<file path="src/rtl/fetch_unit_if.sv">
// Instruction-fetch bus: PC/instruction path to memory and the IR
// valid/ack handshake to the decoder, plus jump and halt controls.
// The master side is the fetch unit; the slave side is memory/decoder/control.
`timescale 1ns/1ps
interface fetch_unit_if #(
  parameter int PC_W  = 4,
  parameter int INS_W = 9
);
  logic [PC_W-1:0]  pc;
  logic [INS_W-1:0] ins_in;
  logic [INS_W-1:0] ir;
  logic             ir_valid;
  logic             ir_ack;
  logic             jmp;
  logic [PC_W-1:0]  jmp_addr;
  logic             halt_req;
  logic             resume;
  logic             halted;

  modport master (
    output pc, ir, ir_valid, halted,
    input  ins_in, ir_ack, jmp, jmp_addr, halt_req, resume
  );

  modport slave (
    input  pc, ir, ir_valid, halted,
    output ins_in, ir_ack, jmp, jmp_addr, halt_req, resume
  );
endinterface

</file>
<file path="src/rtl/fetch_unit.sv">
// Instruction-fetch front end of the 4-bit CPU. Drives the PC to the
// instruction memory, captures the combinational memory word into IR and
// hands it to the decoder over a valid/ack handshake. Jumps flush IR;
// halt/resume freeze and restart fetching.
`timescale 1ns/1ps
module fetch_unit #(
  parameter int              PC_W     = 4,
  parameter int              INS_W    = 9,
  parameter logic [PC_W-1:0] RESET_PC = '0
) (
  input logic          clk,
  input logic          rst,
  fetch_unit_if.master bus
);

  typedef enum logic [1:0] {
    ST_IDLE   = 2'd0,
    ST_RUN    = 2'd1,
    ST_HALTED = 2'd2
  } state_t;

  state_t           state_q, state_d;
  logic [PC_W-1:0]  pc_q, pc_d;
  logic [INS_W-1:0] ir_q, ir_d;
  logic             valid_q, valid_d;

  logic [PC_W-1:0]  pc_inc;
  logic             accept;
  logic             can_fetch;

  assign pc_inc    = pc_q + {{(PC_W-1){1'b0}}, 1'b1};
  assign accept    = valid_q & bus.ir_ack;
  assign can_fetch = ~valid_q | bus.ir_ack;

  // State, PC and instruction register; reset discards any pending IR
  always_ff @(posedge clk or posedge rst) begin
    if (rst) begin
      state_q <= ST_IDLE;
      pc_q    <= RESET_PC;
      ir_q    <= '0;
      valid_q <= 1'b0;
    end else begin
      state_q <= state_d;
      pc_q    <= pc_d;
      ir_q    <= ir_d;
      valid_q <= valid_d;
    end
  end

  // Next-state decode: jump beats halt beats fetch beats stall in RUN;
  // HALTED only services accepts, jumps and resume, never fetching
  always_comb begin
    state_d = state_q;
    pc_d    = pc_q;
    ir_d    = ir_q;
    valid_d = valid_q;
    unique case (state_q)
      ST_IDLE: begin
        state_d = ST_RUN;
        if (bus.jmp) begin
          pc_d    = bus.jmp_addr;
          valid_d = 1'b0;
        end
      end
      ST_RUN: begin
        if (bus.jmp) begin
          pc_d    = bus.jmp_addr;
          valid_d = 1'b0;
        end else if (bus.halt_req) begin
          state_d = ST_HALTED;
          if (accept) begin
            valid_d = 1'b0;
          end
        end else if (can_fetch) begin
          ir_d    = bus.ins_in;
          valid_d = 1'b1;
          pc_d    = pc_inc;
        end
      end
      ST_HALTED: begin
        if (accept) begin
          valid_d = 1'b0;
        end
        if (bus.jmp) begin
          pc_d    = bus.jmp_addr;
          valid_d = 1'b0;
        end
        if (bus.resume) begin
          state_d = ST_RUN;
        end
      end
      default: begin
        state_d = ST_IDLE;
      end
    endcase
  end

  assign bus.pc       = pc_q;
  assign bus.ir       = ir_q;
  assign bus.ir_valid = valid_q;
  assign bus.halted   = (state_q == ST_HALTED);

endmodule

</file>
<file path="src/flat_wrapper.sv">
// flat-port wrapper written by rule: the top's interface ports become plain ports
module fetch_unit_flat 
#(
  parameter int              PC_W     = 4,
  parameter int              INS_W    = 9,
  parameter logic [PC_W-1:0] RESET_PC = '0
)
  (clk, rst, bus_pc, bus_ir, bus_ir_valid, bus_halted, bus_ins_in, bus_ir_ack, bus_jmp, bus_jmp_addr, bus_halt_req, bus_resume);
  fetch_unit_if #(.PC_W(PC_W), .INS_W(INS_W)) bus_i ();
  input logic clk;
  input logic rst;
  output wire logic [$bits(bus_i.pc)-1:0] bus_pc;
  output wire logic [$bits(bus_i.ir)-1:0] bus_ir;
  output wire logic [$bits(bus_i.ir_valid)-1:0] bus_ir_valid;
  output wire logic [$bits(bus_i.halted)-1:0] bus_halted;
  input wire logic [$bits(bus_i.ins_in)-1:0] bus_ins_in;
  input wire logic [$bits(bus_i.ir_ack)-1:0] bus_ir_ack;
  input wire logic [$bits(bus_i.jmp)-1:0] bus_jmp;
  input wire logic [$bits(bus_i.jmp_addr)-1:0] bus_jmp_addr;
  input wire logic [$bits(bus_i.halt_req)-1:0] bus_halt_req;
  input wire logic [$bits(bus_i.resume)-1:0] bus_resume;
  assign bus_pc = bus_i.pc;
  assign bus_ir = bus_i.ir;
  assign bus_ir_valid = bus_i.ir_valid;
  assign bus_halted = bus_i.halted;
  assign bus_i.ins_in = bus_ins_in;
  assign bus_i.ir_ack = bus_ir_ack;
  assign bus_i.jmp = bus_jmp;
  assign bus_i.jmp_addr = bus_jmp_addr;
  assign bus_i.halt_req = bus_halt_req;
  assign bus_i.resume = bus_resume;
  fetch_unit #(.PC_W(PC_W), .INS_W(INS_W), .RESET_PC(RESET_PC)) u_core (.clk(clk), .rst(rst), .bus(bus_i));
endmodule
</file>
<file path="config.mk">
export PLATFORM = sky130hd
export DESIGN_NAME = fetch_unit_flat
export DESIGN_NICKNAME = d
export VERILOG_FILES = /design/src/rtl/fetch_unit_if.sv /design/src/rtl/fetch_unit.sv /design/src/flat_wrapper.sv
export SDC_FILE = /design/constraint.sdc
export NUM_CORES = 1
export LEC_CHECK = 0
export BUFFER_PORTS_ARGS = -buffer_cell sky130_fd_sc_hd__buf_2
export CORE_MARGIN = 1
export CORE_UTILIZATION = 47
export DETAILED_ROUTE_END_ITERATION = 6
export GPL_TIMING_DRIVEN = 0
export PLACE_DENSITY = 0.74
export SYNTH_ARGS = -nofsm -noshare
export SYNTH_HDL_FRONTEND = slang
export SYNTH_SLANG_ARGS = --single-unit
export TNS_END_PERCENT = 50
</file>
<file path="constraint.sdc">
create_clock -name clk -period 1.8 [get_ports clk]
set_input_delay 0.27 -clock clk [delete_from_list [all_inputs] [get_ports clk]]
set_output_delay 0.27 -clock clk [all_outputs]
set_load 0.02 [all_outputs]
</file>
==> qor.yml, run 1 <==
clock_path_buffers: 2
tightest_slew_ps: 649
maxSlewViolCount: 0
timing.reg2reg.worst_path_depth: 6
ys_seq_area_share_pct: 44.3
grt_pass1_vias: 686
status: "finished clean"
p_seq_share_pct: 32.6
core_area_um2: 1760
pin_count_of_the_biggest_net_entering_global_routing: 17
route.vias.total: 713
overall_die_area_um2: 2100
path_max_fanout: 9
global_placement_routability_congestion: 0.739
synth.net_count: 100
worstPathRequired_ps: 1980
initial_core_util_pct: 51.2
power.internal_w: 0.00119
post_synth_main_area_contributors: "sky130_fd_sc_hd__dfrtp_1 44%, sky130_fd_sc_hd__mux2_4 15%, sky130_fd_sc_hd__ha_1 8.3%, sky130_fd_sc_hd__o21ai_0 3.3%, sky130_fd_sc_hd__a2bb2oi_1 1.9%"
relative_area_change_from_synthesis_to_final_layout_pct: 29.8
synthFlopType: "sky130_fd_sc_hd__dfrtp_1"
cap_violations: 0
drt-pass1-iter-count: 4
multi_input_comb_area_um2: 497
postSynth.asyncResetShare_pct: 100
setup_tns_ps: 0
netlist.area_leader.share_pct: 44.3
power_density_nw_per_um2: 1770
global_route.overflow_total: 0
num_antenna_cells: 0
synth.distinct_cells: 29
worstReg2RegEnd: "u_core.bus.ir[3]"
cts_htree_levels: 1
drt_iter0_drc: 10
vdd_ir_drop_max_v: 0.00102
post_synth.cell_area_avg_um2: 12.0
relative_slew_margins_pct: 56.2
timing.setup.critical_path_class: "register to register"
combinationalPowerShare_pct: 55.4
number_of_cells_produced_by_synthesis: 75
clock_power_share_pct: 12.0
synth_enable_flop_cells: 0
final_layout_size_suffix_gt1_share_pct: 47.4
cp-start-kind: "register"
grt_util_all_layers_pct: 20.0
clock_tree_from_tritoncts: "done"
core.rowCount: 15
wire_length_of_the_first_global_routing_pass_um: 2970
ios: 34
antenna_violating_nets_post_route: 0
detail_route.wl_per_cell_um: 13.5
synth.cell_area_um2: 903
numPortBuffers: 33
detail_route.vias_per_cell: 5.13
postPlaceCellArea_um2: 1100
timing.reg2reg.setup_slack_ps: 110
hp-class: "input pin to asynchronous set/reset pin"
crit_path_top_delay_cell: "sky130_fd_sc_hd__dfrtp_1"
design_power_total_w: 0.00207
power.net_switching_w: 0.000881
numCtsBuffers: 3
ctsHoldBuffers: 0
finalWirelength_um: 1880
final_hold_viol_count: 0
setup_violations: 0
fillers: 162
ys_top_cells_by_count: "16 x sky130_fd_sc_hd__dfrtp_1, 9 x sky130_fd_sc_hd__mux2_4, 6 x sky130_fd_sc_hd__ha_1, 6 x sky130_fd_sc_hd__o21ai_0"
post-route-min-period_ps: 1690
timing.fmax_mhz: 592
clk_latency_ps: 290
library_cell_with_the_highest_instance_count_after_synthesis: "sky130_fd_sc_hd__dfrtp_1"
min_period_over_period_pct: 93.8
path_clk_slew_ps: 110
num-nets-final: 140
cts_num_sinks: 16
power_leakage_nw: 0.577
endpoint_kind: "register"
final_design_area_no_fill_um2: 1170
r2r-start: "u_core.state_q[1]"
synth-warning-count: 0
critPathLaunch: "u_core.state_q[1]"
dpl.hpwl_um: 1320
post-route-drc-count: 0
chipWidth_um: 45.8
power.share.switching_pct: 42.6
final_setup_skew_ps: 6.09
ys_seq_elements: 16
post-synth-top-area-cell: "sky130_fd_sc_hd__dfrtp_1"
worstPathArrival_ps: 1870
layout.area.seq_um2: 400
grt_antenna_before_repair: 0
clockRootBuffer: "sky130_fd_sc_hd__clkbuf_4"
crit_path_cell_trace: "inv_1, ha_2, nand2b_4, nor3_4, buf_12, mux2_4"
cp_slowest_stage_delay_ps: 420
die_y_extent_um: 45.8
cells in the final DEF, fill, tap and decap left out, types with 2 or more instances in the layout:
cell / Yosys / final
sky130_fd_sc_hd__a2bb2oi_1: 2 / 2
sky130_fd_sc_hd__buf_2: 0 / 33
sky130_fd_sc_hd__nor2b_1: 2 / 2
sky130_fd_sc_hd__ha_1: 6 / 5
sky130_fd_sc_hd__nor2_1: 4 / 4
sky130_fd_sc_hd__nor3_4: 1 / 2
sky130_fd_sc_hd__o21ai_0: 6 / 6
sky130_fd_sc_hd__a211oi_1: 2 / 2
sky130_fd_sc_hd__inv_1: 4 / 4
sky130_fd_sc_hd__nand3_1: 3 / 3
sky130_fd_sc_hd__mux2_4: 9 / 9
sky130_fd_sc_hd__clkbuf_4: 0 / 3
sky130_fd_sc_hd__dfrtp_1: 16 / 16
sky130_fd_sc_hd__nand2_1: 2 / 2
sky130_fd_sc_hd__o31ai_1: 2 / 2
per-stage QoR:
stage | worst slack (ps) | utilization (%) | hold slack [ps] | std cells
after global placement | -23.0 | 62.3 | 364 | 133
final | 111 | 66.5 | 19.2 | 139
after global routing | -9.36 | 66.5 | 66.1 | 139
after detailed placement | -66.7 | 62.3 | 362 | 133
after floorplan | 101 | - | 184 | 75
after CTS | 53.1 | 65.9 | 40.3 | 138
registers in the layout (all words and copies together), names as in the netlist:
name,cells
u_core.bus.ir_valid,1
u_core.bus.pc,4
u_core.state_q,2
u_core.bus.ir,9
cell type report:
cell class / count / area share [%]
sequential: 16 / 34.2
multi-input combinational: 55 / 42.4
timing repair buffer: 35 / 16.4
clock buffer: 4 / 3.09
tap: 25 / 2.67
inverter: 4 / 1.28
per-layer routing:
metal,GRT usage [%],part of all wire [%],vias up
met3,4.37,5.2,4
met1,24.9,45,332
met4,8.24,1.0,0
met5,0,0,-
met2,33.0,49,21
li1,-,-,356
worst max-delay path by stage:
stage,end,slack [ps]
2_1_floorplan,u_core.bus.pc[0],100
3_3_place_gp,u_core.bus.ir[0],-20
3_5_place_dp,u_core.bus.ir[8],-70
4_1_cts,u_core.bus.pc[0],50
5_1_grt,u_core.bus.pc[1],-9
6_report,u_core.bus.ir[3],110
power by group through the flow:
| stage | Sequential, W | Combinational [W] | Clock (W) |
|---|---|---|---|
| after floorplan | 0.000856 | 0.000602 | 0 |
| after global placement | 0.000669 | 0.00106 | 0 |
| after detailed placement | 0.000676 | 0.00109 | 0 |
| after CTS | 0.000670 | 0.00113 | 0.000246 |
| after global routing | 0.000703 | 0.00126 | 0.000261 |
| final | 0.000674 | 0.00115 | 0.000249 |
critical path: cells and delay by family (launching register included):
kind | cells | cell delay (ps)
fa+ha+maj | 1 | 270
buf+inv | 2 | 300
flops | 1 | 420
mux | 1 | 300
simple gates | 2 | 290
logic make-up (layout without fill, tap and decap cells):
group / Yosys count / count (layout) / share of synthesized area (%)
fa+ha+maj: 7 / 7 / 9.42
compound gates: 17 / 17 / 13.4
flops: 16 / 16 / 44.3
mux: 10 / 10 / 16.1
simple gates: 21 / 21 / 15.1
buf+inv: 4 / 43 / 1.66
timing repair:
| item | 4_1_cts | 5_1_grt |
|---|---|---|
| resized for setup | 1 | 1 |
| setup endpoints to repair | 10 | 13 |
| setup buffers | 1 | 1 |
| pin swaps | 1 | 1 |
No activity file was read; power rests on OpenSTA's default activity.
==> run 2, diff against run 1 <==
GPL_TIMING_DRIVEN = unset   (was 0)
==> run 2 against run 1 <==
Register-to-register slack improved by 40 ps. Total power decreased by 2.2%. Critical path type unchanged. Critical endpoint is now u_core.bus.pc[1]. Clock skew decreased by 3.0 ps. Fmax increased by 2.6%.
==> qor.yml, run 2 (synthesized netlist as in run 1, its figures left out) <==
setup_tns_ps: 0  # unchanged
status: "finished clean"
power_leakage_nw: 0.578  # +0.14%
cap_violations: 0  # unchanged
global_placement_routability_congestion: 0.784  # +6.1%
p_seq_share_pct: 33.6  # +1.0 points
global_route.overflow_total: 0  # unchanged
grt_util_all_layers_pct: 18.9  # -1.1 points
cts_resized: 0  # -1
cp-start-kind: "register"
power.share.switching_pct: 41.9  # -0.62 points
ios: 34  # unchanged
fin_hold_ws_ps: 28.6  # +9.43 ps
final_setup_skew_ps: 3.04  # -3.05 ps
cts_htree_levels: 1  # unchanged
preCtsSetupSlack_ps: 188  # +255 ps
clock_power_share_pct: 12.0  # about the same
total_setup_buffers_inserted_after_cts: 0  # -1
timing.setup.critical_path_class: "register to register"
worst-path-buf-inv: 2  # unchanged
clk_latency_ps: 290  # about the same
layout_common_cells: "33 x sky130_fd_sc_hd__buf_2, 16 x sky130_fd_sc_hd__dfrtp_1, 9 x sky130_fd_sc_hd__mux2_4, 6 x sky130_fd_sc_hd__o21ai_0, 6 x sky130_fd_sc_hd__ha_1"
crit_path_cell_trace: "inv_1, ha_1, nor3_2, buf_4, mux2i_1, o21ai_1"
clock_tree_from_tritoncts: "done"
combinationalPowerShare_pct: 54.4  # -1.0 points
core_area_um2: 1760  # unchanged
number_of_flip_flops_in_the_largest_register: 9  # unchanged
crit_path_top_delay_cell: "sky130_fd_sc_hd__dfrtp_1"
overall_die_area_um2: 2100  # unchanged
min_period_over_period_pct: 91.5  # -2.4 points
num_antenna_cells: 0  # unchanged
tightest_slew_ps: 626  # -23.5 ps
timing.fmax_mhz: 607  # +2.6%
most_frequent_standard_cell_in_the_layout_excluding_fill_and_tap_cells: "sky130_fd_sc_hd__buf_2"
clock_path_buffers: 2  # unchanged
initial_core_util_pct: 51.2  # unchanged
finalWirelength_um: 1770  # -5.4%
post-route-min-period_ps: 1650  # -43.0 ps
setup_slack_ps: 154  # +43.0 ps
power.internal_w: 0.00118  # -1.1%
num-nets-final: 140  # unchanged
numCtsBuffers: 3  # unchanged
rsz_0062_raised_after_global_routing: "false"
maxSlewViolCount: 0  # unchanged
worstPathArrival_ps: 1830  # -40 ps
final_hold_viol_count: 0  # unchanged
pin_count_of_the_biggest_net_entering_global_routing: 17  # unchanged
power_density_nw_per_um2: 1740  # -1.4%
final_layout_size_suffix_gt1_share_pct: 46.5  # -0.88 points
wire_length_of_the_first_global_routing_pass_um: 2830  # -4.7%
relative_area_change_from_synthesis_to_final_layout_pct: 28.8
fillers: 155  # -4.3%
grt_pass1_vias: 677  # -1.3%
ctsHoldBuffers: 0  # unchanged
cts_num_sinks: 16  # unchanged
final_core_util_pct: 66.0  # -0.50 points
worstPathRequired_ps: 1980  # about the same
clockRootBuffer: "sky130_fd_sc_hd__clkbuf_4"
relative_slew_margins_pct: 57.8  # +1.6 points
design_power_total_w: 0.00203  # -2.2%
drt_iter0_drc: 14  # +4
cp_slowest_stage_delay_ps: 460  # +40 ps
die_y_extent_um: 45.8  # unchanged
detail_route.vias_per_cell: 5.24  # +2.2%
route.vias.total: 729  # +2.2%
path_clk_slew_ps: 100  # about the same
dpl.hpwl_um: 1380  # +4.3%
timing.reg2reg.setup_slack_ps: 150  # +40 ps
power.net_switching_w: 0.000849  # -3.6%
critical-path-top-delay-family: "flip-flops"
core.rowCount: 15  # unchanged
post-route-drc-count: 0  # unchanged
antenna_violating_nets_post_route: 0  # unchanged
path_max_fanout: 7  # -2
grt_antenna_before_repair: 0  # unchanged
setup_violations: 0  # unchanged
vdd_ir_drop_max_v: 0.000927  # -9.1%
chipWidth_um: 45.8  # unchanged
hp-class: "input pin to asynchronous set/reset pin"
detail_route.wl_per_cell_um: 12.8  # -5.4%
endpoint_kind: "register"
drt-pass1-iter-count: 4  # unchanged
numPortBuffers: 33  # unchanged
[run 2: area by class of cell]
class                      instances  area (um2)  share of cell area, %
tap                               25        31.3                   2.69
timing repair buffer              35         193                   16.6
multi-input combinational         55         488                   41.9
inverter                           4        15.0                   1.29
sequential                        16         400                   34.4
clock buffer                       4        36.3                   3.12
[run 2: path summary, 6_finish.rpt]
check,from,to,cells after the start
setup / recovery,u_core.state_q[0],u_core.bus.pc[1],6
hold / removal,rst,u_core.bus.pc[2],2
setup reg to reg,u_core.state_q[0],u_core.bus.pc[1],6
hold reg to reg,u_core.bus.ir[1],u_core.bus.ir[1],1
max in group asynchronous,rst,u_core.bus.ir[8],2
min in group clk,bus_ins_in[1],u_core.bus.ir[1],2
[run 2: stage by stage]
step / cell area (um2) / std cells
final: 1160 / 139
after global routing: 1160 / 139
after CTS: 1160 / 139
after detailed placement: 1130 / 135
after global placement: 1130 / 135
after floorplan: 903 / 75
[run 2: layer usage]
layer	track usage [%]	part of all wire, %	vias up
met1	23.4	45	346
met5	0	0	-
li1	-	-	355
met2	31.3	49	26
met3	4.76	5.4	2
met4	7.06	0.68	0
[run 2: power by group through the flow]
stage | sequential, W | clock (W) | combinational [W]
6_report | 0.000680 | 0.000243 | 0.00110
5_1_grt | 0.000711 | 0.000268 | 0.00121
3_3_place_gp | 0.000678 | 0 | 0.00109
3_5_place_dp | 0.000685 | 0 | 0.00111
4_1_cts | 0.000682 | 0.000245 | 0.00111
2_1_floorplan | 0.000856 | 0 | 0.000602
==> run 3, diff against run 2 <==
CORE_UTILIZATION = 43   (was 47)
PLACE_DENSITY = 0.71   (was 0.74)
clock period = 1.4 ns   (was 1.8 ns; I/O delays follow)
==> run 3 against run 2 <==
The flow now finishes with violations (hold timing, setup timing). Count of clock-buffer cells in the layout unchanged. Fmax up 10%. Sequential power up 28%. Combinational power up 72%. Total power up 52%. Highest routed layer unchanged.
==> qor.yml, run 3 (synthesized netlist as in run 1, its figures left out) <==
timing.reg2reg.worst_path_depth: 5  # -1
num-nets-final: 156  # +11%
final_core_util_pct: 70.6  # +4.6 points
numCtsBuffers: 3  # unchanged
fillers: 153  # -1.3%
path_max_fanout: 3  # -4
layout_common_cells: "32 x sky130_fd_sc_hd__buf_2, 15 x sky130_fd_sc_hd__dfrtp_1, 14 x sky130_fd_sc_hd__buf_4, 9 x sky130_fd_sc_hd__mux2_4, 6 x sky130_fd_sc_hd__o21ai_0"
multi_input_comb_area_um2: 552  # +13%
dpl.hpwl_um: 1510  # +9.7%
cap_violations: 0  # unchanged
worst-path-buf-inv: 1  # -1
crit_path_cell_trace: "inv_2, ha_1, maj3_1, a32oi_1, o41ai_1"
timing.reg2reg.setup_slack_ps: -100  # -250 ps
global_route.overflow_total: 0  # unchanged
worstPathArrival_ps: 1670  # -160 ps
power_density_nw_per_um2: 2220  # +27%
most_frequent_standard_cell_in_the_layout_excluding_fill_and_tap_cells: "sky130_fd_sc_hd__buf_2"
met3_length_um: 127  # +34%
cts_htree_levels: 1  # unchanged
crit_path_top_delay_cell: "sky130_fd_sc_hd__dfrtp_2"
num_antenna_cells: 0  # unchanged
drt-pass1-iter-count: 4  # unchanged
core_area_um2: 1960  # +11%
min_period_over_period_pct: 107  # +15 points
clk_latency_ps: 280  # about the same
setup_slack_ps: -97.0  # -251 ps
met1Wirelength_um: 822  # +3.0%
post-route-drc-count: 0  # unchanged
ios: 34  # unchanged
die_y_extent_um: 47.8  # +4.4%
preCtsSetupSlack_ps: -155  # -343 ps
route.top_layer_used: "met4"
cp.depth: 5  # -1
critical-path-top-delay-family: "adder cells"
setup_violations: 15  # +15
path_clk_slew_ps: 100  # about the same
core.rowCount: 16  # +1
power_leakage_nw: 0.672  # +16%
status: "finished, violations left"
dr_wl_met2_um: 1080  # +24%
endpoint_kind: "register"
clockRootBuffer: "sky130_fd_sc_hd__clkbuf_4"
pin_count_of_the_biggest_net_entering_global_routing: 17  # unchanged
relative_area_change_from_synthesis_to_final_layout_pct: 53.3
overall_die_area_um2: 2290  # +8.9%
chipWidth_um: 47.8  # +4.4%
maxSlewViolCount: 0  # unchanged
antenna_violating_nets_post_route: 0  # unchanged
final_hold_viol_count: 16  # +16
clock_tree_from_tritoncts: "done"
violations: "hold timing, setup timing"
relative_slew_margins_pct: 59.1  # +1.3 points
post-route-min-period_ps: 1500  # -149 ps
wire_length_of_the_first_global_routing_pass_um: 3120  # +10%
rsz_0062_raised_after_global_routing: "true"
detail_route.vias_per_cell: 5.15  # -1.7%
vdd_ir_drop_max_v: 0.00146  # +58%
numPortBuffers: 33  # unchanged
route.vias.total: 809  # +11%
clock_path_buffers: 2  # unchanged
number_of_flip_flops_in_the_largest_register: 9  # unchanged
global_placement_routability_congestion: 0.811  # +3.4%
layout.area.seq_um2: 402  # +0.31%
drt_iter0_drc: 4  # -10
worstPathRequired_ps: 1570  # -410 ps
cp_slowest_stage_delay_ps: 420  # -40 ps
fin_hold_ws_ps: -18.9  # -47.5 ps
hp-class: "input pin to asynchronous set/reset pin"
initial_core_util_pct: 46.0  # -5.2 points
timing.fmax_mhz: 668  # +10%
timing.setup.critical_path_class: "register to register"
finalWirelength_um: 2050  # +15%
cp-start-kind: "register"
final_setup_skew_ps: 4.29  # +1.25 ps
detail_route.wl_per_cell_um: 13.0  # +2.2%
grt_antenna_before_repair: 0  # unchanged
tightest_slew_ps: 613  # -13.4 ps
grt_util_all_layers_pct: 20.3  # +1.4 points
final_layout_size_suffix_gt1_share_pct: 60.8  # +14 points
cts_num_sinks: 16  # unchanged
grt_pass1_vias: 742  # +9.6%
run 3: changes by cell type in the layout (fill, tap and decap cells not counted), moves of 2 or more:
cell,before,now
sky130_fd_sc_hd__buf_4,1,14
sky130_fd_sc_hd__buf_6,0,3
sky130_fd_sc_hd__ha_1,6,4
sky130_fd_sc_hd__ha_4,0,2
sky130_fd_sc_hd__inv_1,4,2
sky130_fd_sc_hd__inv_2,0,2
sky130_fd_sc_hd__o31ai_1,2,0
run 3: repair_timing:
action / in CTS / in global routing
pin swaps: 3 / 2
gates cloned: 1 / 0
buffers inserted: 4 / 0
hold buffers: 0 / 0
resized for setup: 11 / 4
endpoints found under the setup margin: 17 / 16
run 3: report_power, final:
group	switching (W)	internal (W)
Sequential	0.000180	0.000693
Clock	0.000147	0.000158
Combinational	0.000917	0.000975
run 3: final timing paths:
kind,from,endpoint
worst min-delay path,rst,u_core.bus.ir[6]
min in group clk,bus_ins_in[5],u_core.bus.ir[5]
worst max register to register,u_core.state_q[0],u_core.bus.ir_valid
worst min register to register,u_core.bus.ir[7],u_core.bus.ir[7]
worst max-delay path,u_core.state_q[0],u_core.bus.ir_valid
max in group asynchronous,rst,u_core.state_q[0]
run 3: through the flow:
stage / TNS, ps / area [um2] / total power, W / instances
floorplan: -2750 / 922 / 0.00193 / 75
global placement: -920 / 1230 / 0.00249 / 148
detailed placement: -1620 / 1230 / 0.00254 / 148
CTS: -1110 / 1360 / 0.00302 / 157
global route: -2040 / 1390 / 0.00331 / 157
finish: -981 / 1390 / 0.00307 / 157
run 3: cell type report:
cell class	count	area share (%)
Clock buffer	4	2.62
Multi-Input combinational cell	55	39.8
Tap cell	27	2.44
Inverter	4	1.08
Timing Repair Buffer	51	25.0
Sequential cell	16	29.0
run 3: per-layer routing:
layer,vias to the layer above,track usage (%)
met4,0,6.67
met5,-,0
met3,4,3.77
met1,392,22.6
li1,383,-
met2,30,38.4
